`src/rtl/pcu_multi_pkg.sv`:
```
// Shared types for the pipeline control unit: opcode classes, shadow-stage record
// and the bubble written into a cleared stage.
package pcu_multi_pkg;

    localparam int FWD_SEL_W  = 3;
    localparam int ADDR_W_MAX = 8;

    typedef enum logic [2:0] {
        OP_NO_OP  = 3'd0,
        OP_ALU    = 3'd1,
        OP_LOAD   = 3'd2,
        OP_STORE  = 3'd3,
        OP_BRANCH = 3'd4,
        OP_JUMP   = 3'd5
    } decoded_opcode;

    // Addresses are zero-extended to ADDR_W_MAX so one record serves every ADDR_WIDTH.
    typedef struct packed {
        decoded_opcode           instr_type;
        logic [ADDR_W_MAX-1:0]   write_addr;
        logic                    write_en;
    } stage_state_t;

    localparam stage_state_t BUBBLE = '{instr_type: OP_NO_OP, write_addr: '0, write_en: 1'b0};

endpackage

```
`src/rtl/pcu_multi_if.sv`:
```
// ID-stage handshake between the core (master) and the pipeline control unit (slave).
interface pcu_multi_if
    import pcu_multi_pkg::*;
#(
    parameter int ADDR_WIDTH = 5,
    parameter int NUM_SRC    = 2,
    parameter int DEPTH      = 3,
    parameter int CNT_WIDTH  = 16
);
    decoded_opcode                             instr_type_i;
    logic [NUM_SRC-1:0]                        src_use_i;
    logic [NUM_SRC-1:0][ADDR_WIDTH-1:0]        src_addr_i;
    logic [ADDR_WIDTH-1:0]                     write_addr_i;
    logic                                      write_en_i;
    logic                                      branch_flush_i;
    logic                                      mem_stall_i;
    logic [DEPTH:0]                            stall_o;
    logic [DEPTH:0]                            clear_o;
    logic [NUM_SRC-1:0][FWD_SEL_W-1:0]         fwd_sel_o;
    logic                                      load_use_hazard_o;
    logic [CNT_WIDTH-1:0]                      stall_cnt_o;
    logic [CNT_WIDTH-1:0]                      flush_cnt_o;

    modport master (
        output instr_type_i, src_use_i, src_addr_i, write_addr_i, write_en_i,
               branch_flush_i, mem_stall_i,
        input  stall_o, clear_o, fwd_sel_o, load_use_hazard_o, stall_cnt_o, flush_cnt_o
    );

    modport slave (
        input  instr_type_i, src_use_i, src_addr_i, write_addr_i, write_en_i,
               branch_flush_i, mem_stall_i,
        output stall_o, clear_o, fwd_sel_o, load_use_hazard_o, stall_cnt_o, flush_cnt_o
    );

endinterface

```
`src/rtl/pcu_multi_fwd_match.sv`:
```
// Finds the youngest shadow stage that produces one source operand and flags whether
// that producer is a load.
module pcu_fwd_match
    import pcu_multi_pkg::*;
#(
    parameter int DEPTH = 3
) (
    input  logic                      src_use,
    input  logic [ADDR_W_MAX-1:0]     src_addr,
    input  stage_state_t [DEPTH:1]    shadow,
    output logic [FWD_SEL_W-1:0]      match_k,
    output logic                      is_load
);

    // Scanning oldest to youngest lets the youngest producer overwrite older ones.
    always_comb begin
        match_k = '0;
        is_load = 1'b0;
        if (src_use && (src_addr != '0)) begin
            for (int k = DEPTH; k >= 1; k--) begin
                if (shadow[k].write_en && (shadow[k].write_addr == src_addr)) begin
                    match_k = FWD_SEL_W'(k);
                    is_load = (shadow[k].instr_type == OP_LOAD);
                end
            end
        end
    end

endmodule

```
`src/rtl/pcu_multi.sv`:
```
// Pipeline control unit: shadows DEPTH post-decode stages, resolves forwarding and
// load-use hazards, and applies freeze/flush/stall priority with saturating counters.
module pcu_multi
    import pcu_multi_pkg::*;
#(
    parameter int ADDR_WIDTH = 5,
    parameter int NUM_SRC    = 2,
    parameter int DEPTH      = 3,
    parameter int LOAD_LAT   = 1,
    parameter int CNT_WIDTH  = 16
) (
    input  logic        clk,
    input  logic        rst,
    pcu_multi_if.slave  bus
);

    stage_state_t [DEPTH:1]             shadow;
    stage_state_t                       id_entry;
    logic [NUM_SRC-1:0][FWD_SEL_W-1:0]  match_k;
    logic [NUM_SRC-1:0]                 match_load;
    logic [NUM_SRC-1:0]                 load_hit;
    logic                               load_use;
    logic [DEPTH:0]                     stall;
    logic [DEPTH:0]                     clear;
    logic                               flush_take;
    logic                               stall_take;
    logic [CNT_WIDTH-1:0]               stall_cnt;
    logic [CNT_WIDTH-1:0]               flush_cnt;

    function automatic logic [CNT_WIDTH-1:0] sat_inc(input logic [CNT_WIDTH-1:0] v);
        return (&v) ? v : v + 1'b1;
    endfunction

    assign id_entry = '{instr_type: bus.instr_type_i,
                        write_addr: ADDR_W_MAX'(bus.write_addr_i),
                        write_en:   bus.write_en_i};

    for (genvar s = 0; s < NUM_SRC; s++) begin : g_src
        pcu_fwd_match #(.DEPTH(DEPTH)) u_match (
            .src_use  (bus.src_use_i[s]),
            .src_addr (ADDR_W_MAX'(bus.src_addr_i[s])),
            .shadow   (shadow),
            .match_k  (match_k[s]),
            .is_load  (match_load[s])
        );
        // A load is only a hazard while its result is not yet forwardable.
        assign load_hit[s] = match_load[s] && (match_k[s] <= FWD_SEL_W'(LOAD_LAT));
    end

    assign load_use = |load_hit;

    always_comb begin
        stall                 = '0;
        clear                 = '0;
        bus.fwd_sel_o         = match_k;
        bus.load_use_hazard_o = 1'b0;
        flush_take            = 1'b0;
        stall_take            = 1'b0;
        if (rst) begin
            clear         = '1;
            bus.fwd_sel_o = '0;
        end else if (bus.mem_stall_i) begin
            stall = '1;
        end else if (bus.branch_flush_i) begin
            clear[1:0] = 2'b11;
            flush_take = 1'b1;
        end else if (load_use) begin
            stall[0]              = 1'b1;
            clear[1]              = 1'b1;
            bus.fwd_sel_o         = '0;
            bus.load_use_hazard_o = 1'b1;
            stall_take            = 1'b1;
        end
    end

    // Shadow registers: follow the real pipeline registers' hold/bubble/advance.
    always_ff @(posedge clk) begin
        if (rst) begin
            for (int k = 1; k <= DEPTH; k++) shadow[k] <= BUBBLE;
        end else begin
            if (!stall[1]) shadow[1] <= clear[1] ? BUBBLE : id_entry;
            for (int k = 2; k <= DEPTH; k++) begin
                if (!stall[k]) shadow[k] <= clear[k] ? BUBBLE : shadow[k-1];
            end
        end
    end

    always_ff @(posedge clk) begin
        if (rst) begin
            stall_cnt <= '0;
            flush_cnt <= '0;
        end else begin
            if (stall_take) stall_cnt <= sat_inc(stall_cnt);
            if (flush_take) flush_cnt <= sat_inc(flush_cnt);
        end
    end

    assign bus.stall_o     = stall;
    assign bus.clear_o     = clear;
    assign bus.stall_cnt_o = stall_cnt;
    assign bus.flush_cnt_o = flush_cnt;

endmodule
```
`src/flat_wrapper.sv`:
```
// flat-port wrapper written by rule: the top's interface ports become plain ports
module pcu_multi_flat import pcu_multi_pkg::*;
#(
    parameter int ADDR_WIDTH = 5,
    parameter int NUM_SRC    = 2,
    parameter int DEPTH      = 3,
    parameter int LOAD_LAT   = 1,
    parameter int CNT_WIDTH  = 16
)
  (clk, rst, bus_instr_type_i, bus_src_use_i, bus_src_addr_i, bus_write_addr_i, bus_write_en_i, bus_branch_flush_i, bus_mem_stall_i, bus_stall_o, bus_clear_o, bus_fwd_sel_o, bus_load_use_hazard_o, bus_stall_cnt_o, bus_flush_cnt_o);
  pcu_multi_if #(.ADDR_WIDTH(ADDR_WIDTH), .NUM_SRC(NUM_SRC), .DEPTH(DEPTH), .CNT_WIDTH(CNT_WIDTH)) bus_i ();
  input  logic clk;
  input  logic rst;
  input wire logic [$bits(bus_i.instr_type_i)-1:0] bus_instr_type_i;
  input wire logic [$bits(bus_i.src_use_i)-1:0] bus_src_use_i;
  input wire logic [$bits(bus_i.src_addr_i)-1:0] bus_src_addr_i;
  input wire logic [$bits(bus_i.write_addr_i)-1:0] bus_write_addr_i;
  input wire logic [$bits(bus_i.write_en_i)-1:0] bus_write_en_i;
  input wire logic [$bits(bus_i.branch_flush_i)-1:0] bus_branch_flush_i;
  input wire logic [$bits(bus_i.mem_stall_i)-1:0] bus_mem_stall_i;
  output wire logic [$bits(bus_i.stall_o)-1:0] bus_stall_o;
  output wire logic [$bits(bus_i.clear_o)-1:0] bus_clear_o;
  output wire logic [$bits(bus_i.fwd_sel_o)-1:0] bus_fwd_sel_o;
  output wire logic [$bits(bus_i.load_use_hazard_o)-1:0] bus_load_use_hazard_o;
  output wire logic [$bits(bus_i.stall_cnt_o)-1:0] bus_stall_cnt_o;
  output wire logic [$bits(bus_i.flush_cnt_o)-1:0] bus_flush_cnt_o;
  assign bus_i.instr_type_i = bus_instr_type_i;
  assign bus_i.src_use_i = bus_src_use_i;
  assign bus_i.src_addr_i = bus_src_addr_i;
  assign bus_i.write_addr_i = bus_write_addr_i;
  assign bus_i.write_en_i = bus_write_en_i;
  assign bus_i.branch_flush_i = bus_branch_flush_i;
  assign bus_i.mem_stall_i = bus_mem_stall_i;
  assign bus_stall_o = bus_i.stall_o;
  assign bus_clear_o = bus_i.clear_o;
  assign bus_fwd_sel_o = bus_i.fwd_sel_o;
  assign bus_load_use_hazard_o = bus_i.load_use_hazard_o;
  assign bus_stall_cnt_o = bus_i.stall_cnt_o;
  assign bus_flush_cnt_o = bus_i.flush_cnt_o;
  pcu_multi #(.ADDR_WIDTH(ADDR_WIDTH), .NUM_SRC(NUM_SRC), .DEPTH(DEPTH), .LOAD_LAT(LOAD_LAT), .CNT_WIDTH(CNT_WIDTH)) u_core (.clk(clk), .rst(rst), .bus(bus_i));
endmodule
```
`config.mk`:
```
export PLATFORM = sky130hd
export DESIGN_NAME = pcu_multi_flat
export DESIGN_NICKNAME = d
export VERILOG_FILES = /design/src/rtl/pcu_multi_pkg.sv /design/src/rtl/pcu_multi_if.sv /design/src/rtl/pcu_multi_fwd_match.sv /design/src/rtl/pcu_multi.sv /design/src/flat_wrapper.sv
export SDC_FILE = /design/constraint.sdc
export NUM_CORES = 1
export LEC_CHECK = 0
export ABC_AREA = 1
export CORE_MARGIN = 3
export CORE_UTILIZATION = 45
export DETAILED_ROUTE_END_ITERATION = 16
export MAX_ROUTING_LAYER = met4
export PLACE_DENSITY = 0.72
export SETUP_SLACK_MARGIN = 0.1
export SLEW_MARGIN = 20
export SYNTH_ARGS = -nofsm -noshare
export SYNTH_HDL_FRONTEND = slang
export SYNTH_SLANG_ARGS = --single-unit
```
`constraint.sdc`:
```
create_clock -name clk -period 6 [get_ports clk]
set_clock_uncertainty 0.2 [all_clocks]
set_input_delay 1.2 -clock clk [delete_from_list [all_inputs] [get_ports clk]]
set_output_delay 1.2 -clock clk [all_outputs]
set_load 0.02 [all_outputs]
```
==> results.py, run 1 <==
metrics = {
    "synth": {
        "muxShareOfSynthArea_pct": 0,
        "yosysMostFrequentCell": "nand2_1",
        "synth_cells": 565,
        "synth-simple-area-share_pct": 39.0,
        "ys_seq_area_share_pct": 34.1,
        "ys_top_cells_by_area": "dfxtp_1 34%, nand2_1 17%, nor2_1 8.4%, inv_1 7.5%, nand3_1 5.9%",
        "synthFlopType": "dfxtp_1",
        "synth_top_family_by_area": "simple AND/OR/NAND/NOR gates",
        "synth-xor-area-share_pct": 1.27,
        "synth_top_area_share_pct": 34.1,
        "yosys_warnings": 0,
        "synthAdderAreaFrac_pct": 0.723,
        "syn_avg_cell_area_um2": 6.13,
        "synth_common_cells": "155 x nand2_1, 77 x nor2_1, 69 x inv_1, 59 x dfxtp_1, 41 x nand3_1",
        "synth-compound-area-share_pct": 12.4,
        "synth_cell_type_count": 36,
        "synth-seq-cells": 59,
        "synth_edf_count": 0,
        "yosysTopAreaCell": "dfxtp_1",
        "syn-cell-area_um2": 3460,
        "async_flop_share_pct": 0,
    },
    "floorplan": {
        "rows": 31,
        "die_y_um": 93.7,
        "start_util_pct": 47.0,
        "core_um2": 7370,
        "die_w_um": 93.7,
        "pin_count": 72,
        "design.die.area_um2": 8780,
    },
    "place": {
        "io_buffers": 69,
        "globalplace.congestion": 0.995,
        "pre_cts_ws_ps": 823,
        "dp_cells": 721,
        "hpwl_um": 6990,
    },
    "worst_setup_path": {
        "worst-setup-path-type": "primary input to primary output",
        "cp_data_arrival_time_ps": 3780,
        "path_max_fanout": 10,
        "start_kind": "primary input",
        "cp_data_required_time_ps": 4600,
        "setup.worst_path.end_class": "primary output",
    },
    "sta": {
        "finalHoldViolCount": 0,
        "hold_ws_ps": 244,
        "period_minus_slack_ps": 5180,
        "setup_tns_ps": 0,
        "fmax_mhz": 193,
        "setup_ws_ps": 819,
        "slew_viol_final": 0,
        "period_share_pct": 86.4,
        "rsz0062_at_grt": "no",
        "setup_viol": 0,
    },
    "drt": {
        "wl_per_cell_um": 12.6,
        "wl_um": 9240,
        "drtPass1Iterations": 5,
        "vias": 3625,
        "ant_nets": 0,
        "route.detailed.drc": 0,
        "wl_met1_um": 4410,
        "dr.max_layer_used": "met4",
        "wl_met2_um": 4190,
        "wl_met3_um": 469,
        "dr.first_iter.drc_count": 242,
        "vias_per_cell": 4.93,
    },
    "grt": {
        "grt_pass1_vias": 3388,
        "grt_pass1_wl_um": 15600,
        "grt_max_degree": 43,
        "grt_overflow": 0,
        "antenna_found_initial": 0,
        "grt_use_total_pct": 22.7,
    },
    "clock_tree": {
        "clkTransAtPathRegs_ps": 60,
        "htree_num_levels": 3,
        "cts-root-buf": "clkbuf_8",
        "clock_sinks": 59,
        "postCtsHoldBufs": 0,
        "clk_path_buf_depth": 2,
        "cts_setup_buffers": 0,
        "numCtsBuffers": 9,
        "cts_tree": "done",
        "worstSkewPairLatency_ps": 340,
        "cts_resized": 0,
    },
    "pwr": {
        "vdd_drop_max_mv": 0.119,
        "leakage_nw": 1.95,
        "p_per_area_nw_per_um2": 209,
    },
    "run": {
        "maxCapViolCount": 0,
    },
    "layout": {
        "layout.nets": 660,
        "drive_above_1_share_pct": 8.18,
        "fillers": 746,
        "stdcell_count": 735,
        "antenna_cells": 0,
        "area_delta_synth_final_pct": 27.7,
    },
    "hold_path": {
        "hp-class": "register to register",
    },
    "status": {
        "status": "finished clean",
    },
}
[placed cells by master, fill, tap and decap left out, types with 18 or more instances in the layout]
cell	instances
nand3_1	41
a21oi_1	28
dfxtp_1	59
nor2_1	77
inv_1	69
o21ai_0	31
nand2_1	155
inv_2	18
clkdlybuf4s50_1	69
[area by class of cell]
class                   instances  area (um2)  area share, %
repair buffers                 74         728           16.5
well taps                      99         124           2.80
multi-input cells             401        1850           42.0
inverters                      88         330           7.48
clock inverters                 2        35.0          0.793
clock buffers                  12         165           3.74
flip-flops and latches         59        1180           26.7
[power by group]
group / internal (mW) / leakage (nW) / total, mW / switching, mW
registers: 0.405 / 0.481 / 0.418 / 0.0133
clock network: 0.221 / 0.104 / 0.377 / 0.157
logic: 0.0501 / 1.37 / 0.127 / 0.0769
[worst max-delay path, stage by stage]
cell and delay [ps]:
clkdlybuf4s50_1 550, inv_2 80, nand2_1 60, nand2_1 50, nor2_1 140, nand3_1 160, nand2_1 150, a21oi_2 70
nand2_2 90, nand2_4 100, nand3_1 130, nand2_1 110, nor3_1 230, clkdlybuf4s50_1 660
[state kept, by name (all words and copies together) (netlist names)]
signal / count
u_core.bus.flush_cnt_o: 16
u_core.shadow: 27
u_core.bus.stall_cnt_o: 16
[final timing paths]
kind,from,end,slack [ps],depth (start not counted)
worst min-delay path,u_core.shadow[34]$_SDFFE_PP0N_,u_core.shadow[34]$_SDFFE_PP0N_,240,2
worst min register to register,u_core.shadow[34]$_SDFFE_PP0N_,u_core.shadow[34]$_SDFFE_PP0N_,240,2
worst max-delay path,bus_src_addr_i[1],bus_fwd_sel_o[0],820,14
worst max register to register,u_core.bus.stall_cnt_o[0]$_SDFFE_PP0P_,u_core.bus.stall_cnt_o[7]$_SDFFE_PP0P_,3820,12
[layer usage]
metal	GRT usage, %	vias up
li1	-	1906
met1	30.8	1604
met2	33.6	101
met3	4.81	14
met4	7.94	0
met5	-	-
[stage by stage]
step,power (mW),area (um2),utilization (%)
5_1_grt,0.963,4420,59.9
2_1_floorplan,0.503,3460,-
4_1_cts,0.931,4420,59.9
3_3_place_gp,0.552,4220,57.2
3_5_place_dp,0.553,4220,57.2
6_report,0.922,4420,59.9
[cells by family after synthesis]
kind of cell               after synthesis
DFF                                     59
adders and majority gates                2
other                                    1
AOI/OAI and AO/OA                       79
xor gates and xnor gates                 5
and+or+nand+nor                        313
buffers and inverters                  106
No activity file was read; power rests on OpenSTA's default activity.
==> inputs of run 2 (changes only) <==
ABC_AREA = default   (was 1)
PLACE_DENSITY = 0.74   (was 0.72)
==> results.py, run 2 <==
metrics = {
    "status": {
        "status": "finished clean",
    },
    "sta": {
        "setup_tns_ps": 0,
        "finalHoldViolCount": 0,
        "fmax_mhz": 194,
        "worst_pin_slew_ps": 880,
        "period_share_pct": 85.9,
        "maxSlewHeadroom_pct": 41.1,
        "period_minus_slack_ps": 5150,
        "rsz0062_at_grt": "no",
        "setup_ws_ps": 846,
        "slew_viol_final": 0,
        "setup_viol": 0,
    },
    "synth": {
        "async_flop_share_pct": 0,
        "yosysMostFrequentCell": "dfxtp_1",
        "synth-seq-cells": 53,
        "ys_top_cells_by_area": "dfxtp_1 38%, xor2_1 9.1%, nor2_1 5.4%, mux2i_1 5.0%, xnor2_1 5.0%",
        "yosys_warnings": 0,
        "synth_top_area_share_pct": 37.8,
        "syn_avg_cell_area_um2": 8.82,
        "synth_edf_count": 0,
        "synth_cells": 318,
        "synthFlopType": "dfxtp_1",
        "synth_cell_type_count": 44,
        "yosysTopAreaCell": "dfxtp_1",
        "syn-cell-area_um2": 2810,
        "ys_seq_area_share_pct": 37.8,
        "synth_common_cells": "53 x dfxtp_1, 40 x nor2_1, 29 x xor2_1, 16 x xnor2_1, 15 x nand2_1",
    },
    "clock_tree": {
        "htree_num_levels": 2,
        "cts_setup_buffers": 0,
        "numCtsBuffers": 5,
        "clk_path_buf_depth": 2,
        "worstSkewPairLatency_ps": 310,
        "cts_resized": 0,
        "cts-root-buf": "clkbuf_8",
        "postCtsHoldBufs": 0,
        "clock_sinks": 53,
        "cts_tree": "done",
        "clkTransAtPathRegs_ps": 110,
    },
    "pwr": {
        "vdd_drop_max_mv": 0.153,
        "p_per_area_nw_per_um2": 188,
        "leakage_nw": 1.30,
        "finalPower_mw": 0.680,
    },
    "grt": {
        "grt_pass1_vias": 2339,
        "grt_pass1_wl_um": 11300,
        "grt_max_degree": 29,
        "grt_overflow": 0,
        "grt_use_total_pct": 19.6,
        "antenna_found_initial": 0,
    },
    "drt": {
        "vias_per_cell": 5.40,
        "route.detailed.drc": 0,
        "wl_um": 6740,
        "vias": 2463,
        "drtPass1Iterations": 4,
        "wl_per_cell_um": 14.8,
        "dr.first_iter.drc_count": 78,
        "ant_nets": 0,
    },
    "place": {
        "globalplace.congestion": 0.953,
        "hpwl_um": 5070,
        "placed_cell_area_um2": 3500,
        "pre_cts_ws_ps": 848,
        "io_buffers": 69,
    },
    "layout": {
        "final_common_cell": "clkdlybuf4s50_1",
        "drive_above_1_share_pct": 6.04,
        "final_area_um2": 3620,
        "layout.nets": 407,
        "area_delta_synth_final_pct": 28.9,
        "largest_reg_flops": 21,
        "antenna_cells": 0,
        "fillers": 540,
        "largest_register": "u_core.shadow",
        "layout_common_cells": "69 x clkdlybuf4s50_1, 53 x dfxtp_1, 40 x nor2_1",
    },
    "run": {
        "maxCapViolCount": 0,
    },
    "floorplan": {
        "rows": 28,
        "die_w_um": 85.0,
        "core_um2": 5990,
        "design.die.area_um2": 7220,
        "die_y_um": 85.0,
        "start_util_pct": 46.8,
        "pin_count": 72,
    },
    "worst_setup_path": {
        "start_kind": "primary input",
        "setup.worst_path.end_class": "primary output",
        "cp_data_arrival_time_ps": 3750,
        "path_max_fanout": 4,
        "cp_data_required_time_ps": 4600,
        "worst-setup-path-type": "primary input to primary output",
    },
    "hold_path": {
        "hp-class": "register to register",
    },
}
==> run 2: critical path: stages <==
cell and delay (ps):
clkdlybuf4s50_1 510, or4_1 570, o21ai_2 180, nor3_1 120, o21ai_2 170, nor3_2 80, nor4_1 270, clkdlybuf4s50_1 660
==> run 2: logic make-up (layout without fill, tap and decap cells) <==
group           Yosys count  count (layout)  share of synthesized area (%)
buf+inv                  25              87                           5.17
simple gates            130             130                           24.5
other cells               1               2                          0.134
mux                      15              15                           5.40
fa+ha+maj                 2               2                          0.892
flops                    53              53                           37.8
xor+xnor                 45              45                           14.0
compound gates           47              47                           12.0
==> run 2: cell type report <==
class                           instances  area (um2)  area share (%)
Inverter                                6        22.5           0.623
Clock inverter                          3        46.3            1.28
Multi-Input combinational cell        241        1600            44.3
Tap cell                               75        93.8            2.60
Timing Repair Buffer                   73         721            19.9
Sequential cell                        53        1060            29.3
Clock buffer                            5        68.8            1.90
==> run 2: power breakdown <==
| part | total, mW | internal, mW | switching [mW] |
|---|---|---|---|
| sequential | 0.362 | 0.356 | 0.00604 |
| combinational | 0.0736 | 0.0370 | 0.0365 |
| clock | 0.244 | 0.125 | 0.119 |
==> run 2: worst paths after layout <==
path                                                startpoint                                      end  slack, ps  cells past startpoint
worst max register to register   u_core.shadow[3]$_SDFFE_PP0N_  u_core.bus.stall_cnt_o[11]$_SDFFE_PP0P_       3510                      7
worst max-delay path                         bus_src_addr_i[5]                         bus_fwd_sel_o[3]        850                      8
worst min register to register  u_core.shadow[10]$_SDFFE_PP0N_           u_core.shadow[10]$_SDFFE_PP0N_        290                      1
worst min-delay path            u_core.shadow[10]$_SDFFE_PP0N_           u_core.shadow[10]$_SDFFE_PP0N_        290                      1
==> run 2: metal layers <==
layer	GRT usage, %	vias up	share of wire (%)
met2	30.6	58	47
met4	5.47	0	1.6
met3	3.30	10	3.4
li1	-	1250	-
met5	-	-	0
met1	26.1	1145	48
==> run 2: through the flow <==
stage | hold slack [ps] | cells | utilization (%)
6_report | 293 | 456 | 60.4
5_1_grt | 336 | 456 | 60.4
4_1_cts | 291 | 456 | 60.4
3_5_place_dp | 263 | 448 | 58.4
3_3_place_gp | 263 | 448 | 58.4
2_1_floorplan | 241 | 319 | -
==> inputs of run 3 (changes only) <==
--- a/config.mk
+++ b/config.mk
@@ -12,5 +12,4 @@
 export PLACE_DENSITY = 0.74
 export SETUP_SLACK_MARGIN = 0.1
-export SLEW_MARGIN = 20
 export SYNTH_ARGS = -nofsm -noshare
 export SYNTH_HDL_FRONTEND = slang
==> constraint.sdc (replaced) <==
create_clock -name clk -period 6 [get_ports clk]
set_clock_uncertainty 0.2 [all_clocks]
set_input_delay 1.2 -clock clk [delete_from_list [all_inputs] [get_ports clk]]
set_output_delay 1.2 -clock clk [all_outputs]
set_load 0.1 [all_outputs]
==> results.py, run 3 (synthesis results as in run 2) <==
metrics = {
    "layout": {
        "final_common_cell": "clkdlybuf4s50_1",
        "layout_common_cells": "57 x clkdlybuf4s50_1, 53 x dfxtp_1, 40 x nor2_1",
        "drive_above_1_share_pct": 8.73,
        "stdcell_count": 453,
        "antenna_cells": 0,
        "largest_register": "u_core.shadow",
        "fin_util_pct": 59.9,
        "area_delta_synth_final_pct": 27.9,
        "largest_reg_flops": 21,
        "layout.nets": 405,
    },
    "pwr": {
        "vdd_drop_max_mv": 0.0922,
        "finalPower_mw": 0.704,
        "p_per_area_nw_per_um2": 196,
        "leakage_nw": 1.31,
    },
    "floorplan": {
        "design.die.area_um2": 7220,
        "core_um2": 5990,
        "pin_count": 72,
        "rows": 28,
        "die_w_um": 85.0,
        "start_util_pct": 46.8,
        "die_y_um": 85.0,
    },
    "sta": {
        "worst_pin_slew_ps": 983,
        "setup_ws_ps": 722,
        "setup_tns_ps": 0,
        "fmax_mhz": 189,
        "maxSlewHeadroom_pct": 34.2,
        "finalHoldViolCount": 0,
        "setup_viol": 0,
        "period_share_pct": 88.0,
        "period_minus_slack_ps": 5280,
        "rsz0062_at_grt": "no",
        "slew_viol_final": 0,
    },
    "clock_tree": {
        "clkTransAtPathRegs_ps": 90,
        "numCtsBuffers": 5,
        "cts_tree": "done",
        "worstSkewPairLatency_ps": 310,
        "cts_setup_buffers": 0,
        "clk_path_buf_depth": 2,
        "cts-root-buf": "clkbuf_8",
        "htree_num_levels": 2,
        "cts_resized": 0,
        "clock_sinks": 53,
        "postCtsHoldBufs": 0,
    },
    "drt": {
        "drtPass1Iterations": 6,
        "dr.first_iter.drc_count": 120,
        "vias_per_cell": 5.52,
        "route.detailed.drc": 0,
        "ant_nets": 0,
        "vias": 2499,
        "wl_um": 6890,
        "wl_per_cell_um": 15.2,
    },
    "place": {
        "dp_cells": 446,
        "pre_cts_ws_ps": 724,
        "io_buffers": 69,
        "globalplace.congestion": 0.893,
        "hpwl_um": 5060,
    },
    "worst_setup_path": {
        "crit_buf_inv": 2,
        "start_kind": "primary input",
        "cp_data_required_time_ps": 4600,
        "path_max_fanout": 17,
        "worst-setup-path-type": "primary input to primary output",
        "worstPathCellList": "clkdlybuf4s50_1 -> or4_1 -> o21ai_2 -> nor3_1 -> o21ai_2 -> nor3_2 -> nor4_2 -> buf_12",
        "cp_data_arrival_time_ps": 3880,
        "setup.worst_path.end_class": "primary output",
        "cp_slowest_stage_delay_ps": 610,
        "crit_path_top_delay_cell": "or4_1",
        "path_delay_family": "simple AND/OR/NAND/NOR gates",
        "cpMostUsedCell": "o21ai_2",
    },
    "grt": {
        "grt_pass1_wl_um": 11500,
        "antenna_found_initial": 0,
        "grt_overflow": 0,
        "grt_max_degree": 50,
        "grt_pass1_vias": 2363,
        "grt_use_total_pct": 19.9,
    },
    "hold_path": {
        "hp-class": "register to register",
    },
    "status": {
        "status": "finished clean",
    },
    "run": {
        "maxCapViolCount": 0,
    },
}
## run 3: worst register-to-register path, cell delays in order, from the launching register on
cell     delay [ps]
dfxtp_1         460
xnor2_1         160
nand4_1         180
nor3_1          390
o21ai_2         260
nor4_1          390
mux2_2          370
## run 3: stage by stage
step	hold slack, ps	area [um2]
after floorplan	241	2820
after global placement	259	3480
after global routing	303	3590
after detailed placement	265	3480
final	288	3590
after CTS	282	3590
## run 3: final cells by class
class / instances / area [um2]
Clock buffer: 5 / 68.8
Clock inverter: 2 / 35.0
Fill cell: 549 / 2400
Inverter: 6 / 22.5
Multi-Input combinational cell: 241 / 1610
Sequential cell: 53 / 1060
Tap cell: 75 / 93.8
Timing Repair Buffer: 71 / 698
## run 3: layer usage
layer | up-vias | routed length, um | track usage [%]
li1 | 1252 | - | -
met1 | 1191 | 3350 | 26.4
met2 | 49 | 3250 | 31.7
met3 | 7 | 220 | 3.30
met4 | 0 | 68 | 4.89
met5 | - | 0 | -
## run 3: path summary, 6_finish.rpt
| check | slack (ps) | depth (start not counted) | to | start |
|---|---|---|---|---|
| setup / recovery | 720 | 8 | bus_fwd_sel_o[3] | bus_src_addr_i[0] |
| hold / removal | 290 | 2 | u_core.bus.stall_cnt_o[12]$_SDFFE_PP0P_ | u_core.bus.stall_cnt_o[12]$_SDFFE_PP0P_ |
| setup reg to reg | 3480 | 6 | u_core.bus.stall_cnt_o[11]$_SDFFE_PP0P_ | u_core.shadow[1]$_SDFFE_PP0N_ |
| hold reg to reg | 290 | 2 | u_core.bus.stall_cnt_o[12]$_SDFFE_PP0P_ | u_core.bus.stall_cnt_o[12]$_SDFFE_PP0P_ |
## run 3: power by group
| part | internal, mW | total, mW | switching (mW) |
|---|---|---|---|
| clock network | 0.122 | 0.243 | 0.121 |
| logic | 0.0357 | 0.0996 | 0.0639 |
| registers | 0.356 | 0.362 | 0.00596 |
| total | 0.513 | 0.704 | 0.191 |
==> patch 1, RTL diff (config.mk and constraints of run 1) <==
Make the reset (`rst`) asynchronous in 2 clocked blocks.
--- a/src/rtl/pcu_multi.sv
+++ b/src/rtl/pcu_multi.sv
@@ -74,7 +74,7 @@
     end
 
     // Shadow registers: follow the real pipeline registers' hold/bubble/advance.
-    always_ff @(posedge clk) begin
+    always_ff @(posedge clk or posedge rst) begin
         if (rst) begin
             for (int k = 1; k <= DEPTH; k++) shadow[k] <= BUBBLE;
         end else begin
@@ -85,7 +85,7 @@
         end
     end
 
-    always_ff @(posedge clk) begin
+    always_ff @(posedge clk or posedge rst) begin
         if (rst) begin
             stall_cnt <= '0;
             flush_cnt <= '0;
Formal check against the unedited RTL: differs if rst is asserted again (counterexample within 4 cycles, from zero or initial values and one cycle with rst high); with rst held inactive, the same outputs for 10 cycles.
==> patch 1 against run 1 <==
- worst setup slack gained 0.00094 ns
- sequential power grew 11%
- synthesized area increased by 8.7%
- hold slack gained 0.053 ns
- sequential cell count did not move
- power grew 17%
- design area rose by 6.6%
- maximum frequency is essentially flat
- routed wire length increased by 8.9%
- largest power group unchanged
- highest routed layer unchanged
==> patch 1: results <==
group,metric,value,unit
outcome,status,"finished clean",
global_route,grt_util_all_layers,22.38,%
placement,dpl_worst_slack,0.8808,ns
drt,route.met3.wl,734,um
logic_synthesis,yosys.area.top_type_share,39.23,%
logic_synthesis,synth_fa_ha_area_share,0.6649,%
drt,drt-initial-drc-count,258,
global_route,grt_max_degree,63,
logic_synthesis,avgSynthCellArea,7.101,um2
drt,vias,3643,
drt,wl,10060,um
logic_synthesis,synth_xor_area_share,3.956,%
logic_synthesis,ys_async_sr_fraction,100.0,%
logic_synthesis,synth_common_cells,"156 x nand2_1, 74 x inv_1, 59 x dfrtp_1, 46 x nor2_1, 39 x nand3_1",
setup_path,path_max_fanout,16,
logic_synthesis,synth_flop_cell,"dfrtp_1",
drt,viasPerCell,5.167,
drt,routed-wl-met2,4535,um
power_and_ir_drop,static-leakage-power,2.404,nW
layout,layout.nets,626,
logic_synthesis,seq_area_frac_synth,39.23,%
placement,gp_congestion,0.9628,
drt,drt-met1-wl,4652,um
logic_synthesis,synth_area_leaders,"dfrtp_1 39%, nand2_1 16%, inv_1 7.4%",
logic_synthesis,synth-compound-area-share,10.97,%
## patch 1: cell type report
type | instances | area, um2
Clock buffer | 10 | 127.6
Clock inverter | 5 | 78.83
Fill cell | 762 | 3219
Inverter | 89 | 334.1
Multi-Input combinational cell | 367 | 1843
Sequential cell | 59 | 1476
Tap cell | 102 | 127.6
Timing Repair Buffer | 73 | 720.7
## patch 1: cell families (layout without fill, tap and decap cells)
group,Yosys count,in the layout
xor gates and xnor gates,17,17
other,1,2
and+or+nand+nor,279,279
adders and majority gates,2,2
AOI/OAI and AO/OA,67,67
buffers and inverters,105,177
DFF,59,59
## patch 1: path summary, 6_finish.rpt
path | endpoint | cells after the start | slack (ns) | start
setup / recovery | bus_load_use_hazard_o | 13 | 0.82 | bus_src_addr_i[8]
max in group asynchronous | u_core.bus.stall_cnt_o[14] | 3 | 3.13 | rst
min in group asynchronous | u_core.shadow[2] | 2 | 1.41 | rst
hold / removal | u_core.bus.flush_cnt_o[5] | 1 | 0.30 | u_core.bus.flush_cnt_o[5]
hold reg to reg | u_core.bus.flush_cnt_o[5] | 1 | 0.30 | u_core.bus.flush_cnt_o[5]
setup reg to reg | u_core.bus.flush_cnt_o[15] | 11 | 3.75 | u_core.bus.flush_cnt_o[0]
## patch 1: where the power goes
group	internal (mW)	leakage (nW)	switching, mW
sequential	0.429	0.708	0.0348
clock	0.231	0.106	0.161
combinational	0.0926	1.59	0.130
total	0.752	2.40	0.325
## patch 1: routing by layer
metal  up-vias  track usage, %
met5         -               -
met4         0           6.603
met3        16           5.743
met2       128           32.74
met1      1699           30.74
li1       1800               -
## patch 1: metrics by stage
step                      hold slack [ns]  cell area (um2)
after global routing               0.3167             4708
after global placement             0.2680             4502
after detailed placement           0.2837             4502
after floorplan                    0.2529             3767
final                              0.2966             4708
after CTS                          0.3000             4708
==> patch 2, RTL diff (config.mk and constraints of run 1) <==
Made on the original files. `CNT_WIDTH` is set to 16 in 3 places; all go to 32.
--- a/src/rtl/pcu_multi_if.sv
+++ b/src/rtl/pcu_multi_if.sv
@@ -5,7 +5,7 @@
     parameter int ADDR_WIDTH = 5,
     parameter int NUM_SRC    = 2,
     parameter int DEPTH      = 3,
-    parameter int CNT_WIDTH  = 16
+    parameter int CNT_WIDTH  = 32
 );
     decoded_opcode                             instr_type_i;
     logic [NUM_SRC-1:0]                        src_use_i;
--- a/src/rtl/pcu_multi.sv
+++ b/src/rtl/pcu_multi.sv
@@ -7,7 +7,7 @@
     parameter int NUM_SRC    = 2,
     parameter int DEPTH      = 3,
     parameter int LOAD_LAT   = 1,
-    parameter int CNT_WIDTH  = 16
+    parameter int CNT_WIDTH  = 32
 ) (
     input  logic        clk,
     input  logic        rst,
--- a/src/flat_wrapper.sv
+++ b/src/flat_wrapper.sv
@@ -5,7 +5,7 @@
     parameter int NUM_SRC    = 2,
     parameter int DEPTH      = 3,
     parameter int LOAD_LAT   = 1,
-    parameter int CNT_WIDTH  = 16
+    parameter int CNT_WIDTH  = 32
 )
   (clk, rst, bus_instr_type_i, bus_src_use_i, bus_src_addr_i, bus_write_addr_i, bus_write_en_i, bus_branch_flush_i, bus_mem_stall_i, bus_stall_o, bus_clear_o, bus_fwd_sel_o, bus_load_use_hazard_o, bus_stall_cnt_o, bus_flush_cnt_o);
   pcu_multi_if #(.ADDR_WIDTH(ADDR_WIDTH), .NUM_SRC(NUM_SRC), .DEPTH(DEPTH), .CNT_WIDTH(CNT_WIDTH)) bus_i ();
Ports: changed (resized bus_flush_cnt_o and bus_stall_cnt_o); port bits go from 72 to 104. The function was not compared with the original's and may differ.
==> patch 2 against run 1 <==
- worst setup slack better by 0.034 ns
- via count rose by 49%
- critical path depth is 1 lower
- power increased by 43%
- non-clock buffer count rose by 32
- largest cell class unchanged
- routed wire length rose by 55%
- sequential cell count is 32 higher
- global-route usage increased by 0.47 points
- hold slack better by 0.0023 ns
- design area is 50% higher
- maximum frequency increased by 0.66%
- synthesized area increased by 51%
==> patch 2: results <==
group,metric,value,unit
setup_path,r2r-start,"u_core.bus.flush_cnt_o[0]",
global_route,grt_pass1_wl,23750,um
drt,vias,5390,
cts,cts_buffers,9,
cts,insertion_delay,0.35,ns
setup_path,cpPeakStageDelay,0.58,ns
placement,gp_congestion,0.9122,
logic_synthesis,yosys_warnings,0,
global_route,grt_max_degree,38,
setup_path,path_max_fanout,10,
setup_path,crit_slowest_cell,"clkdlybuf4s50_1",
setup_path,worstSetupStartpoint,"bus_src_addr_i[0]",
global_route,first_global_vias,4976,
cts,clk_pin_slew,0.07,ns
drt,viasPerCell,5.042,
drt,drt-initial-drc-count,371,
min_path,min_path_type,"flop to flop",
power_and_ir_drop,ir_drop,0.1680,mV
placement,dpl_worst_slack,0.8265,ns
logic_synthesis,yosysUniqueCellTypes,41,
placement,post-place-cells,1053,
layout,drive_gt1_share,7.212,%
layout,layout.nets,951,
cts,cts-root-buf,"clkbuf_16",
logic_synthesis,synth_area_leaders,"dfxtp_1 35%, nand2_1 15%, nor2_1 9.3%",
setup_path,arrival,3.75,ns
placement,port_buffers,101,
outcome,status,"finished clean",
power_and_ir_drop,static-leakage-power,2.613,nW
global_route,grt_util_all_layers,23.21,%
timing,max_slew_margin,50.75,%
setup_path,critical-path-top-delay-family,"buffers and inverters",
logic_synthesis,ys_async_sr_fraction,0,%
logic_synthesis,synth_cells,829,
layout,fillers,1085,
drt,wl_per_cell,13.37,um
placement,hpwl,10690,um
logic_synthesis,synth_common_cells,"215 x nand2_1, 129 x nor2_1, 91 x dfxtp_1, 87 x inv_1, 58 x nand3_1",
cts,ctsResizeCount,0,
cts,htree_levels,3,
min_path,holdCritStartpoint,"u_core.shadow[35]",
layout,antenna_cells,0,
cts,post-cts-setup-buffers,0,
logic_synthesis,seq_area_frac_synth,34.87,%
## patch 2: final cells by class
type	instances	area share (%)
multi-input combinational	613	43.78
sequential	91	27.55
timing repair buffer	106	15.86
inverter	103	5.847
clock buffer	9	3.406
tap	140	2.649
clock inverter	7	0.9082
## patch 2: power by group
part	switching (mW)	total, mW	internal [mW]
Combinational	0.0846	0.135	0.0502
Clock	0.265	0.553	0.288
Sequential	0.0122	0.629	0.617
Total	0.361	1.32	0.956
## patch 2: routing by layer
metal	global-route usage (%)	vias to the layer above	share of wire, %
met4	6.170	0	1.2
li1	-	2853	-
met1	30.32	2386	47
met3	4.721	16	4.6
met5	-	-	0
met2	36.79	135	47
## patch 2: cell families (layout without fill, tap and decap cells)
group                      count (synthesis)  count (layout)  synth area share (%)
AOI/OAI and AO/OA                        123             123                 12.79
DFF                                       91              91                 34.87
adders and majority gates                  2               2                0.4789
buffers and inverters                    126             225                 9.794
and+or+nand+nor                          475             475                 40.16
other                                      1               2               0.07177
xor gates and xnor gates                  11              11                 1.844
## patch 2: through the flow
step / utilization [%] / hold slack (ns) / instance area [um2]
after global placement: 57.12 / 0.2298 / 6327
final: 59.69 / 0.2463 / 6613
after detailed placement: 57.12 / 0.2370 / 6327
after floorplan: - / 0.2107 / 5229
after CTS: 59.69 / 0.2510 / 6613
after global routing: 59.69 / 0.2963 / 6613
## patch 2: path summary, 6_finish.rpt
check        depth (start not counted)  slack, ns                    endpoint
max                                 13       0.85              bus_clear_o[1]
min                                  2       0.25           u_core.shadow[35]
max reg2reg                         14       3.45  u_core.bus.flush_cnt_o[26]
min reg2reg                          2       0.25           u_core.shadow[35]
## patch 2: worst register-to-register path, cell delays in order, from the launching register on
cell and delay, ns:
dfxtp_1 0.35, ha_1 0.23, nand2_1 0.11, inv_1 0.05
nand3_1 0.11, inv_1 0.06, nand4_1 0.10, o21ai_1 0.07
buf_4 0.21, nor2_1 0.24, nand4_1 0.28, nor2_1 0.24
nand3_1 0.10, nand2_1 0.07, nor2_1 0.04
